`src/rtl/pipelined_addsub.sv`:
```
// Pipelined ripple-carry adder/subtractor: WIDTH bits split into STAGES chunks, one chunk per stage.
// Optional signed saturation of the result when PADDSUB_SATURATE_EN is defined.
module pipelined_addsub #(
    parameter int unsigned WIDTH  = 16,
    parameter int unsigned STAGES = 4
) (
    input  logic             clk,
    input  logic             rst,
    input  logic             in_valid,
    output logic             in_ready,
    input  logic [WIDTH-1:0] a,
    input  logic [WIDTH-1:0] b,
    input  logic             cin,
    input  logic             sub,
    output logic             out_valid,
    input  logic             out_ready,
    output logic [WIDTH-1:0] sum,
    output logic             cout,
    output logic             ovf
);

    localparam int unsigned CW = WIDTH / STAGES;
    // Intermediate register depth; kept at least 1 so STAGES=1 still elaborates.
    localparam int unsigned PD = (STAGES > 1) ? STAGES - 1 : 1;

    logic             en;
    logic [WIDTH-1:0] beff;
    logic             c0;

    assign en       = !out_valid || out_ready;
    assign in_ready = en;
    assign beff     = sub ? ~b : b;
    assign c0       = sub ? 1'b1 : cin;

    // Registers between stage k and stage k+1 (k = 0..STAGES-2).
    logic             valid_q [PD];
    logic             carry_q [PD];
    logic [WIDTH-1:0] a_q     [PD];
    logic [WIDTH-1:0] b_q     [PD];
    logic [WIDTH-1:0] part_q  [PD];

    // Inputs seen by each stage and what it produces.
    logic             stg_v   [STAGES];
    logic             stg_c   [STAGES];
    logic [WIDTH-1:0] stg_a   [STAGES];
    logic [WIDTH-1:0] stg_b   [STAGES];
    logic [WIDTH-1:0] stg_s   [STAGES];
    logic [WIDTH-1:0] part_d  [STAGES];
    logic             carry_d [STAGES];

    for (genvar k = 0; k < STAGES; k++) begin : g_stage
        logic [CW:0] chunk;

        if (k == 0) begin : g_first
            assign stg_v[k] = in_valid;
            assign stg_c[k] = c0;
            assign stg_a[k] = a;
            assign stg_b[k] = beff;
            assign stg_s[k] = '0;
        end else begin : g_next
            assign stg_v[k] = valid_q[k-1];
            assign stg_c[k] = carry_q[k-1];
            assign stg_a[k] = a_q[k-1];
            assign stg_b[k] = b_q[k-1];
            assign stg_s[k] = part_q[k-1];
        end

        assign chunk = {1'b0, stg_a[k][k*CW +: CW]} + {1'b0, stg_b[k][k*CW +: CW]}
                     + (CW+1)'(stg_c[k]);
        // Bits above the already-produced chunks are zero, so OR-ing in places this chunk.
        assign part_d[k]  = stg_s[k] | (WIDTH'(chunk[CW-1:0]) << (k * CW));
        assign carry_d[k] = chunk[CW];
    end

    logic             ovf_d;
    logic [WIDTH-1:0] sum_d;
    logic             last_a_msb;
    logic             unused_last;

    assign last_a_msb  = stg_a[STAGES-1][WIDTH-1];
    assign ovf_d       = (last_a_msb == stg_b[STAGES-1][WIDTH-1])
                      && (part_d[STAGES-1][WIDTH-1] != last_a_msb);
    assign unused_last = ^{stg_a[STAGES-1], stg_b[STAGES-1]};

`ifdef PADDSUB_SATURATE_EN
    always_comb begin
        sum_d = part_d[STAGES-1];
        if (ovf_d) begin
            sum_d = last_a_msb ? {1'b1, {(WIDTH-1){1'b0}}} : {1'b0, {(WIDTH-1){1'b1}}};
        end
    end
`else
    assign sum_d = part_d[STAGES-1];
`endif

    always_ff @(posedge clk) begin
        if (rst) begin
            for (int k = 0; k < int'(PD); k++) begin
                valid_q[k] <= 1'b0;
                carry_q[k] <= 1'b0;
                a_q[k]     <= '0;
                b_q[k]     <= '0;
                part_q[k]  <= '0;
            end
            out_valid <= 1'b0;
            sum       <= '0;
            cout      <= 1'b0;
            ovf       <= 1'b0;
        end else if (en) begin
            for (int k = 0; k < int'(STAGES) - 1; k++) begin
                valid_q[k] <= stg_v[k];
                carry_q[k] <= carry_d[k];
                a_q[k]     <= stg_a[k];
                b_q[k]     <= stg_b[k];
                part_q[k]  <= part_d[k];
            end
            out_valid <= stg_v[STAGES-1];
            sum       <= sum_d;
            cout      <= carry_d[STAGES-1];
            ovf       <= ovf_d;
        end
    end

endmodule

```
`config.mk`:
```
export PLATFORM = sky130hd
export DESIGN_NAME = pipelined_addsub
export DESIGN_NICKNAME = d
export VERILOG_FILES = /design/src/rtl/pipelined_addsub.sv
export SDC_FILE = /design/constraint.sdc
export NUM_CORES = 1
export LEC_CHECK = 0
export CAP_MARGIN = 30
export CORE_MARGIN = 3
export CORE_UTILIZATION = 55
export CTS_BUF_LIST = sky130_fd_sc_hd__clkbuf_16
export CTS_CLUSTER_DIAMETER = 60
export DETAILED_ROUTE_END_ITERATION = 7
export PLACE_DENSITY_LB_ADDON = 0.1
export SLEW_MARGIN = 20
export SYNTH_ARGS = -nofsm -noshare
export SYNTH_HDL_FRONTEND = slang
export SYNTH_SLANG_ARGS = --single-unit
```
`constraint.sdc`:
```
create_clock -name clk -period 3.9 [get_ports clk]
set_input_delay 0.78 -clock clk [delete_from_list [all_inputs] [get_ports clk]]
set_output_delay 0.78 -clock clk [all_outputs]
set_load 0.01 [all_outputs]
```
* Word level (Yosys, flattened, before mapping) *
Memories as Yosys holds them, arrays and structs flattened. A register that Yosys moved wholly into a read port is not among the register bits.
Cells that the tools add are included.

cells by class
  eq/ne operators = 2
  $add $sub $neg = 8
  reduce and logical (&&, ||, !) cells = 3
  bitwise gates (word level) = 19
  multiplexer cells = 22

operators with widths
  operator                                        count
  16-bit 2-to-1 mux                               10
  4-bit by 4-bit adder with 5-bit output          4
  5-bit by 1-bit adder with 5-bit output          4
  16-bit inverter                                 1
  16-bit by 12-bit bitwise OR with 16-bit output  1
  16-bit bitwise OR                               1
  16-bit by 8-bit bitwise OR with 16-bit output   1
  1-bit bitwise OR                                15
  1-bit 2-to-1 mux                                12
  1-bit equality test                             1
  1-bit logical AND                               1
  1-bit zero test                                 1
  1-bit logical OR                                1
  1-bit != test                                   1

storage, ports and cells
  memories = 5
  input port bits = 38
  bits in registers = 18
  word-level logic and storage cells = 62
  output and inout bits = 20
  bits in writable memories = 150

memory list
  memory   words  bits a word  rd ports  clocked after memory_dff  write ports  RTL line  source
  a_q      3      16           3         0                         3            38        logic [WIDTH-1:0] a_q [PD];
  b_q      3      16           3         0                         3            39        logic [WIDTH-1:0] b_q [PD];
  part_q   3      16           3         0                         3            40        logic [WIDTH-1:0] part_q [PD];
  carry_q  3      1            3         0                         3            37        logic carry_q [PD];
  valid_q  3      1            3         1                         3            36        logic valid_q [PD];

* Logic depth before layout (Yosys ltp) *
Gate-level depths: netlist of the first run.

  word-level depth = 6
  depth in mapped cells = 8
  depth with buffers taken out = 6

* Worst setup path after synthesis of the first run *
Ideal clock, no wire load.

  path type = input-to-reg
  start = input port rst
  end = memory a_q[0][10], enable pin
  stages on the path = 4
  slack = 0.622 ns
  library setup time = 0.787 ns
  data arrival time = 2.491 ns
  path buffers = 2
  data required time = 3.113 ns
  cells stage by stage = inv_1 buf_4 clkbuf_1 nand2_1

RTL lines
  element      RTL line  source
  from (decl)  8         input logic rst,
  to (decl)    38

* Worst setup path in the final report of the first run *
  start = input port out_ready
  end = output port in_ready

between the ends
  longest elaborated chain between the ends = 1

RTL lines
  element           RTL line  source
  from (decl)       16        input logic out_ready,
  1-bit logical OR  30        assign en = !out_valid || out_ready;
  to (decl)         10        output logic in_ready,

No other way between the ends.

==> results of run 1 <==
[worst max path at each step]
| stage | from | endpoint | slack [ns] |
|---|---|---|---|
| after global routing | out_ready | in_ready | 0.81 |
| after floorplan | rst | a_q[0][10] | 0.62 |
| after CTS | out_ready | in_ready | 0.87 |
| final | out_ready | in_ready | 0.89 |
| after detailed placement | sub | carry_q[0][0] | 0.77 |
| after global placement | sub | carry_q[0][0] | 0.79 |
[worst min-delay path, delay by kind of cell, from the launching register on]
kind | cells | cell delay [ns]
AO/OA/AOI/OAI | 1 | 0.05
flip-flops | 1 | 0.31
AND/OR/NAND/NOR | 1 | 0.05
[per-layer routing]
| metal | track usage | wire length (um) | share of wire | vias to the layer above |
|---|---|---|---|---|
| met1 | 0.233 | 3180 | 0.46 | 1183 |
| met4 | 0.0650 | 110 | 0.016 | 0 |
| met2 | 0.257 | 3200 | 0.47 | 64 |
| met5 | 0 | 0 | 0 | - |
| li1 | - | - | - | 1274 |
| met3 | 0.0433 | 368 | 0.054 | 9 |
[final cells by class]
class | count | area share
Clock buffer | 9 | 0.0434
Clock inverter | 7 | 0.0164
Inverter | 6 | 0.00579
Multi-Input combinational cell | 203 | 0.266
Sequential cell | 97 | 0.525
Tap cell | 99 | 0.0239
Timing Repair Buffer | 62 | 0.120
[metrics by stage]
step | hold WS, ns | setup WS [ns]
2_1_floorplan | 0.433 | 0.622
3_3_place_gp | 0.438 | 0.794
3_5_place_dp | 0.442 | 0.766
4_1_cts | 0.451 | 0.871
5_1_grt | 0.463 | 0.805
6_report | 0.448 | 0.886
[sequential cells by signal, indices dropped and copies added (netlist names)]
| register | cells |
|---|---|
| cout | 1 |
| part_q | 24 |
| a_q | 24 |
| ovf | 1 |
| out_valid | 1 |
| sum | 16 |
| valid_q | 3 |
| b_q | 24 |
| carry_q | 3 |
[power by group through the flow]
stage	clock, W	sequential (W)	combinational (W)
floorplan	0	0.00124	0.000129
global placement	0	0.00124	0.000209
detailed placement	0	0.00124	0.000217
CTS	0.000923	0.00122	0.000219
global route	0.000964	0.00123	0.000242
finish	0.000911	0.00122	0.000218
[kinds of logic (layout without fill, tap and decap cells)]
| logic type | after synthesis | in the layout | synth area share |
|---|---|---|---|
| simple gates | 125 | 125 | 0.152 |
| buf+inv | 29 | 84 | 0.0387 |
| fa+ha+maj | 20 | 20 | 0.0728 |
| flops | 97 | 97 | 0.639 |
| compound gates | 36 | 36 | 0.0514 |
| xor+xnor | 19 | 19 | 0.0390 |
| mux | 3 | 3 | 0.00704 |
[layout by cell type (no fill, tap or decap), drive strengths merged, types with 2 or more instances in the layout]
master	Yosys	routed
clkdlybuf4s50	0	57
xor2	4	4
nor2b	3	3
edfxtp	78	78
inv	6	6
xnor2	15	15
buf	12	5
dfxtp	19	19
a21o	6	6
clkinv	0	4
o21ai	2	2
fa	8	8
nand2	32	32
ha	12	12
a21oi	23	23
bufinv	0	2
nor2	21	21
and3	56	56
mux2i	3	3
nand3	7	7
or2	2	2
or3	3	3
clkbuf	11	9
==> reports/metrics.yaml, run 1 <==
status: "finished clean"
worstHoldEndpoint: "sum[8]"
clkLatencyLatePin_ns: 0.33
tns_ns: 0
synth_most_common_cell: "edfxtp_1"
crit_top_cell: "clkdlybuf4s50_1"
htree_levels: 3
postSynthAreaPerCell_um2: 13.0
grt_max_degree: 81
reg2reg_to: "carry_q[0][1]"
crit_path_cell_trace: "clkdlybuf4s50_1 > nor2b_4 > inv_8 > clkdlybuf4s50_1"
ant_nets: 0
fillers: 532
drt_iter0_drc: 146
seq_area_frac_synth: 0.639
grtUsageTotal: 0.168
rrSetupSlack_ns: 1.93
setup_viol: 0
multiInputGateArea_um2: 1380
synth_top_cell_by_area: "edfxtp_1"
synth_common_cells: "78 x edfxtp_1, 56 x and3_1, 31 x nand2_1, 23 x a21oi_1, 21 x nor2_1"
grt_antenna_before_repair: 0
die_w_um: 94.0
nets: 437
regArea_um2: 2720
switching_share: 0.203
slowest_delay_ns: 0.61
min_path_cells: 2
die_h_um: 94.0
cts.reportedPaths.clkPinSlew_ns: 0.06
cpMaxStageDelayCell: "clkdlybuf4s50_1"
antenna_cells: 0
place.gp.congestion: 0.728
synthFlopType: "edfxtp_1"
worstMarginPinSlew_ns: 0.484
p_int_w: 0.00187
path_depth: 4
yosysTopAreaCellShare: 0.549
period_share: 0.773
cts_tree: "yes"
cp-end-kind: "output pin"
reg2reg_from: "carry_q[0][0]"
drcViolationCount: 0
stdcell_area_um2: 5190
postCtsSetupRepairBufs: 0
dieArea_um2: 8840
grt_pass1_vias: 2353
comb_power_share: 0.093
synthDistinctLibCells: 34
port_buffers: 57
p_sw_w: 0.000477
cts_inserted_buffers: 9
hold_viol_final: 0
syn-num-nets: 387
drt-wirelength-per-cell_um: 14.2
crit_required_ns: 3.12
synthCells: 329
critical_path_class: "primary input to output pin"
firstDrtPassIters: 4
slew_viol_final: 0
ys_seq_elements: 97
boundaryPins: 58
drive_gt1_frac: 0.0651
worst_hold_path_type: "flip-flop to flip-flop"
cts_sinks: 97
fmax_mhz: 332
synth_edf_count: 78
hold_start: "sum[8]"
cts_resized: 0
power_w: 0.00235
area_delta_synth_final_pct: 21.7
clkPwrFrac: 0.388
placedCellCount: 466
leakagePower_nw: 2.26
dp_hpwl_mm: 4.19
vias: 2530
vdd_ir_drop_max_uv: 226
final_util: 0.704
synth.area.top_cells: "edfxtp_1 55%, dfxtp_1 8.9%, and3_1 8.2%, fa_1 3.8%, ha_1 3.5%"
critPathBufInv: 3
slew_headroom: 0.677
place_area_um2: 4860
wl_mm: 6.86
overflow: 0
crit_arrival_ns: 2.23
layout_min_cycle_time_ns: 3.01
grt_pass1_wl_mm: 11.4
maxCapViolCount: 0
seqPwrFrac: 0.519
async_flop_share: 0
rows: 31
cp_top_family: "buffers and inverters"
ys_warn_count: 0
cp-start-kind: "primary input"
cts_hold_buf: 0
reg2regPathDepth: 5
vias_per_cell: 5.24
clock_path_buffers: 2
worstPathMaxFanout: 80
rsz0062_at_grt: "false"
cts-root-buf: "clkbuf_16"
layout.cells.non_filler: 483
placeableCoreArea_um2: 7370
start_util: 0.578
fin_skew_ns: 0.00664
synth_area_um2: 4260
p_per_area_nw_per_um2: 453
(Power assumes the default switching activity.)
==> run 2, diff against run 1 <==
Clock period 3.9 ns to 2.85 ns, I/O delays scaled along.
==> reports/metrics.yaml, run 2 (synthesis gave the netlist of run 1 again) <==
final_cell_mix: "78 x edfxtp_1, 57 x clkdlybuf4s50_1, 56 x and3_1"
drt_iter0_drc: 88  # -40%
grt_antenna_before_repair: 0  # unchanged
stdcell_area_um2: 5200  # +0.29%
grt_max_degree: 61  # -25%
grt_pass1_wl_mm: 11.1  # -2.2%
cp-start-kind: "primary input"
reg2reg_to: "carry_q[0][1]"
worst_slack_ns: 0.286  # -0.600 ns
cts_sinks: 97  # unchanged
cp-end-kind: "flip-flop"
pre_cts_slack_ns: -0.0718  # -0.838 ns
boundaryPins: 58  # unchanged
dp_hpwl_mm: 4.33  # +3.2%
period_share: 0.900
crit_arrival_ns: 2.63  # +0.40 ns
place_area_um2: 4930  # +1.4%
worst_hold_path_type: "flip-flop to flip-flop"
cts-root-buf: "clkbuf_16"
overflow: 0  # unchanged
die_w_um: 94.0  # unchanged
rrSetupSlack_ns: 0.86  # -1.07 ns
crit_required_ns: 2.92  # -0.20 ns
hold_viol_final: 0  # unchanged
clock_path_buffers: 2  # unchanged
placeableCoreArea_um2: 7370  # unchanged
layout.cells.non_filler: 486  # +0.62%
postCtsSetupRepairBufs: 0  # unchanged
antenna_cells: 0  # unchanged
ant_nets: 0  # unchanged
htree_levels: 3  # unchanged
dieArea_um2: 8840  # unchanged
setup_viol: 0  # unchanged
slew_viol_final: 0  # unchanged
wl_mm: 6.67  # -2.8%
leakagePower_nw: 2.28  # +0.83%
cts_resized: 0  # unchanged
cts.reportedPaths.clkPinSlew_ns: 0.06  # about the same
rows: 31  # unchanged
vdd_ir_drop_max_uv: 313  # +39%
critical_path_class: "primary input to flip-flop"
cts_tree: "yes"
reg.largest.list: "a_q: 24 flops, b_q: 24 flops, part_q: 24 flops"
status: "finished clean"
fmax_mhz: 390
drt-wirelength-per-cell_um: 13.7  # -3.4%
grtUsageTotal: 0.165  # -0.00344
area_delta_synth_final_pct: 22.1
crit_path_start: "sub"
reg2regPathDepth: 5  # unchanged
fillers: 542  # +1.9%
layout_min_cycle_time_ns: 2.56
port_buffers: 57  # unchanged
cts_hold_buf: 0  # unchanged
drive_gt1_frac: 0.0672  # +0.00208
slew_headroom: 0.734  # +0.0568
place.gp.congestion: 0.749  # +2.9%
placedCellCount: 470  # +0.86%
finalHoldWorstSlack_ns: 0.451  # +0.00254 ns
grt_pass1_vias: 2408  # +2.3%
vias: 2528  # -0.079%
worstPathMaxFanout: 3  # -96%
rsz0062_at_grt: "false"
cts_inserted_buffers: 9  # unchanged
firstDrtPassIters: 4  # unchanged
layout_commonest_cell: "edfxtp_1"
drcViolationCount: 0  # unchanged
worstMarginPinSlew_ns: 0.398  # -0.0866 ns
p_per_area_nw_per_um2: 589  # +30%
fin_skew_ns: 0.00747  # +0.000832 ns
nets: 440  # +0.69%
reg2reg_from: "carry_q[0][0]"
crit_path_end: "carry_q[0][0]"
start_util: 0.578  # unchanged
die_h_um: 94.0  # unchanged
clkLatencyLatePin_ns: 0.33  # about the same
vias_per_cell: 5.20  # -0.70%
maxCapViolCount: 0  # unchanged
==> run 2: changes by cell type in the layout (fill, tap and decap cells not counted) <==
cell,before,now
clkinv_2,2,1
buf_12,1,3
inv_1,5,8
bufinv_16,2,0
buf_4,4,5
clkbuf_16,9,10
clkinv_1,2,1
==> run 2: worst max-delay path, cell delays in order <==
cell             delay [ns]
clkdlybuf4s50_1        0.49
or2_2                  0.34
fa_1                   0.42
fa_1                   0.43
a21o_1                 0.19
a21oi_1                0.14
nor2_1                 0.05
==> run 2: how the worst min path moves through the flow <==
| stage | startpoint | to | cells after the start |
|---|---|---|---|
| 6_report | sum[1] | sum[1] | 2 |
| 5_1_grt | sum[7] | sum[7] | 2 |
| 3_5_place_dp | sum[6] | sum[6] | 2 |
| 3_3_place_gp | sum[7] | sum[7] | 2 |
| 4_1_cts | sum[7] | sum[7] | 2 |
| 2_1_floorplan | valid_q[2] | out_valid | 2 |
==> run 2: cell type report <==
cell class / instances / area, um2 / area share
Multi-Input combinational cell: 203 / 1380 / 0.266
Clock inverter: 6 / 27.5 / 0.00529
Inverter: 6 / 30.0 / 0.00577
Tap cell: 99 / 124 / 0.0238
Sequential cell: 97 / 2720 / 0.523
Timing Repair Buffer: 65 / 668 / 0.128
Clock buffer: 10 / 250 / 0.0481
==> run 2: power by group <==
group	switching, W	internal (W)
combinational	0.000135	0.000170
sequential	0.0000303	0.00164
clock	0.000462	0.000630
==> run 2: per-layer routing <==
| layer | vias to the layer above | GRT usage | wire length (um) |
|---|---|---|---|
| met3 | 13 | 0.0361 | 326 |
| met4 | 0 | 0.0674 | 91 |
| met1 | 1173 | 0.225 | 3120 |
| met5 | - | 0 | 0 |
| li1 | 1278 | - | - |
| met2 | 64 | 0.258 | 3140 |
==> run 2: stage by stage <==
stage                util  power, W  setup TNS (ns)
finish              0.706   0.00306               0
global route        0.706   0.00320               0
CTS                 0.706   0.00309               0
detailed placement  0.669   0.00201          -0.115
global placement    0.669   0.00199               0
floorplan               -   0.00188               0
==> run 3, diff against run 2 <==
Settings changed: CORE_UTILIZATION 55 to 49, CTS_CLUSTER_SIZE set to 24, SETUP_SLACK_MARGIN set to 0.3.
Clock period 2.85 ns to 2.2 ns, I/O delays scaled along.
==> reports/metrics.yaml, run 3 (synthesis gave the netlist of run 1 again) <==
cp_top_family: "adder cells"
period_share: 0.863
vias: 2467  # -2.4%
drive_gt1_frac: 0.114  # +0.0470
cp-start-kind: "primary input"
rsz0062_at_grt: "true"
crit_arrival_ns: 1.98  # -0.65 ns
vdd_ir_drop_max_uv: 356  # +14%
dp_hpwl_mm: 4.44  # +2.5%
place.gp.congestion: 0.802  # +7.0%
start_util: 0.511  # -0.0673
critPathBufInv: 1  # unchanged
die_h_um: 99.3  # +5.6%
crit_required_ns: 2.28  # -0.64 ns
postCtsSetupRepairBufs: 0  # unchanged
slew_viol_final: 0  # unchanged
layout_commonest_cell: "edfxtp_1"
wl_mm: 6.65  # -0.21%
switching_share: 0.206  # +0.00106
cts_sinks: 97  # unchanged
grt_max_degree: 60  # -1.6%
fmax_mhz: 527
tns_ns: 0  # unchanged
worstPathMaxFanout: 2  # -1
hold_viol_final: 0  # unchanged
placeableCoreArea_um2: 8340  # +13%
final_util: 0.641  # -0.0654
grtUsageTotal: 0.144  # -0.0214
power_w: 0.00422  # +38%
htree_levels: 3  # unchanged
slew_headroom: 0.752  # +0.0175
cts_tree: "yes"
final_cell_mix: "78 x edfxtp_1, 56 x and3_1, 53 x clkdlybuf4s50_1"
cts-root-buf: "clkbuf_16"
cts_hold_buf: 0  # unchanged
p_sw_w: 0.000868  # +38%
p_per_area_nw_per_um2: 790  # +34%
cpMaxStageDelayCell: "fa_2"
grt_pass1_vias: 2422  # +0.58%
layout_min_cycle_time_ns: 1.90
cp-end-kind: "flip-flop"
place_area_um2: 5010  # +1.7%
crit_path_cell_trace: "dlygate4sd2_1 > or2_4 > fa_2 > fa_2 > a21o_1 > a21oi_2 > nor2_1"
p_int_w: 0.00335  # +38%
crit_top_cell: "fa_2"
rows: 33  # +6.5%
port_buffers: 57  # unchanged
boundaryPins: 58  # unchanged
area_delta_synth_final_pct: 25.4
clkPwrFrac: 0.392  # +0.036
die_w_um: 99.3  # +5.6%
comb_power_share: 0.096  # -0.004
clock_path_buffers: 2  # unchanged
cts_inserted_buffers: 9  # unchanged
drt_iter0_drc: 107  # +22%
status: "finished clean"
cts.reportedPaths.clkPinSlew_ns: 0.06  # about the same
vias_per_cell: 4.94  # -5.0%
clkLatencyLatePin_ns: 0.33  # about the same
dieArea_um2: 9850  # +11%
fin_skew_ns: 0.00963  # +0.00216 ns
reg.largest.list: "a_q: 24 flops, b_q: 24 flops, part_q: 24 flops"
drcViolationCount: 0  # unchanged
overflow: 0  # unchanged
worstMarginPinSlew_ns: 0.372  # -0.0253 ns
grt_antenna_before_repair: 0  # unchanged
worst_hold_path_type: "flip-flop to flip-flop"
drt-wirelength-per-cell_um: 13.3  # -2.8%
antenna_cells: 0  # unchanged
leakagePower_nw: 2.32  # +1.9%
nets: 447  # +1.6%
critical_path_class: "primary input to flip-flop"
seqPwrFrac: 0.512  # -0.032
grt_pass1_wl_mm: 11.3  # +1.4%
finalHoldWorstSlack_ns: 0.451  # -0.0000380 ns
maxCapViolCount: 0  # unchanged
setup_viol: 0  # unchanged
stdcell_area_um2: 5350  # +2.7%
slowest_delay_ns: 0.40  # -0.09 ns
firstDrtPassIters: 5  # +1
ant_nets: 0  # unchanged
-- run 3: layout make-up --
type	count	area [um2]
Sequential cell	97	2720
Clock inverter	7	101
Clock buffer	9	225
Multi-Input combinational cell	203	1410
Fill cell	650	3000
Inverter	6	30.0
Tap cell	105	131
Timing Repair Buffer	72	724
-- run 3: what timing repair did --
action | in CTS | in global routing
pin swaps | 4 | 1
gates cloned | 0 | 0
resized for setup | 6 | 5
endpoints found under the hold margin | 0 | 0
setup endpoints to repair | 6 | 5
-- run 3: path summary, 6_finish.rpt --
| kind | start | to | slack [ns] | depth (start not counted) |
|---|---|---|---|---|
| setup / recovery | cin | carry_q[0][0] | 0.30 | 7 |
| hold / removal | sum[11] | sum[11] | 0.45 | 2 |
| hold reg to reg | sum[11] | sum[11] | 0.45 | 2 |
| setup reg to reg | carry_q[0][0] | carry_q[0][1] | 0.40 | 5 |
-- run 3: power groups by stage --
stage               Clock (W)  Sequential (W)  Combinational, W
floorplan                   0         0.00220          0.000240
global placement            0         0.00220          0.000395
detailed placement          0         0.00220          0.000405
CTS                   0.00170         0.00216          0.000409
global route          0.00176         0.00218          0.000458
finish                0.00166         0.00216          0.000404
-- run 3: routing by layer --
layer | up-vias | wire length [um] | track usage
met5 | - | 0 | 0
met2 | 59 | 3040 | 0.232
li1 | 1291 | - | -
met4 | 0 | 66 | 0.0452
met3 | 6 | 333 | 0.0393
met1 | 1111 | 3210 | 0.190
-- run 3: per-stage QoR --
stage          cells  setup WS [ns]
6_report         499          0.301
5_1_grt          499          0.267
4_1_cts          499          0.220
3_5_place_dp     483         -0.481
3_3_place_gp     483         -0.438
2_1_floorplan    329        -0.0894
-- run 3: worst register-to-register path, stage by stage, from the launching register on --
cell and delay [ns]:
edfxtp_1 0.40, fa_2 0.42, fa_2 0.36, a21o_1 0.19
a21oi_1 0.13, nor2_1 0.05
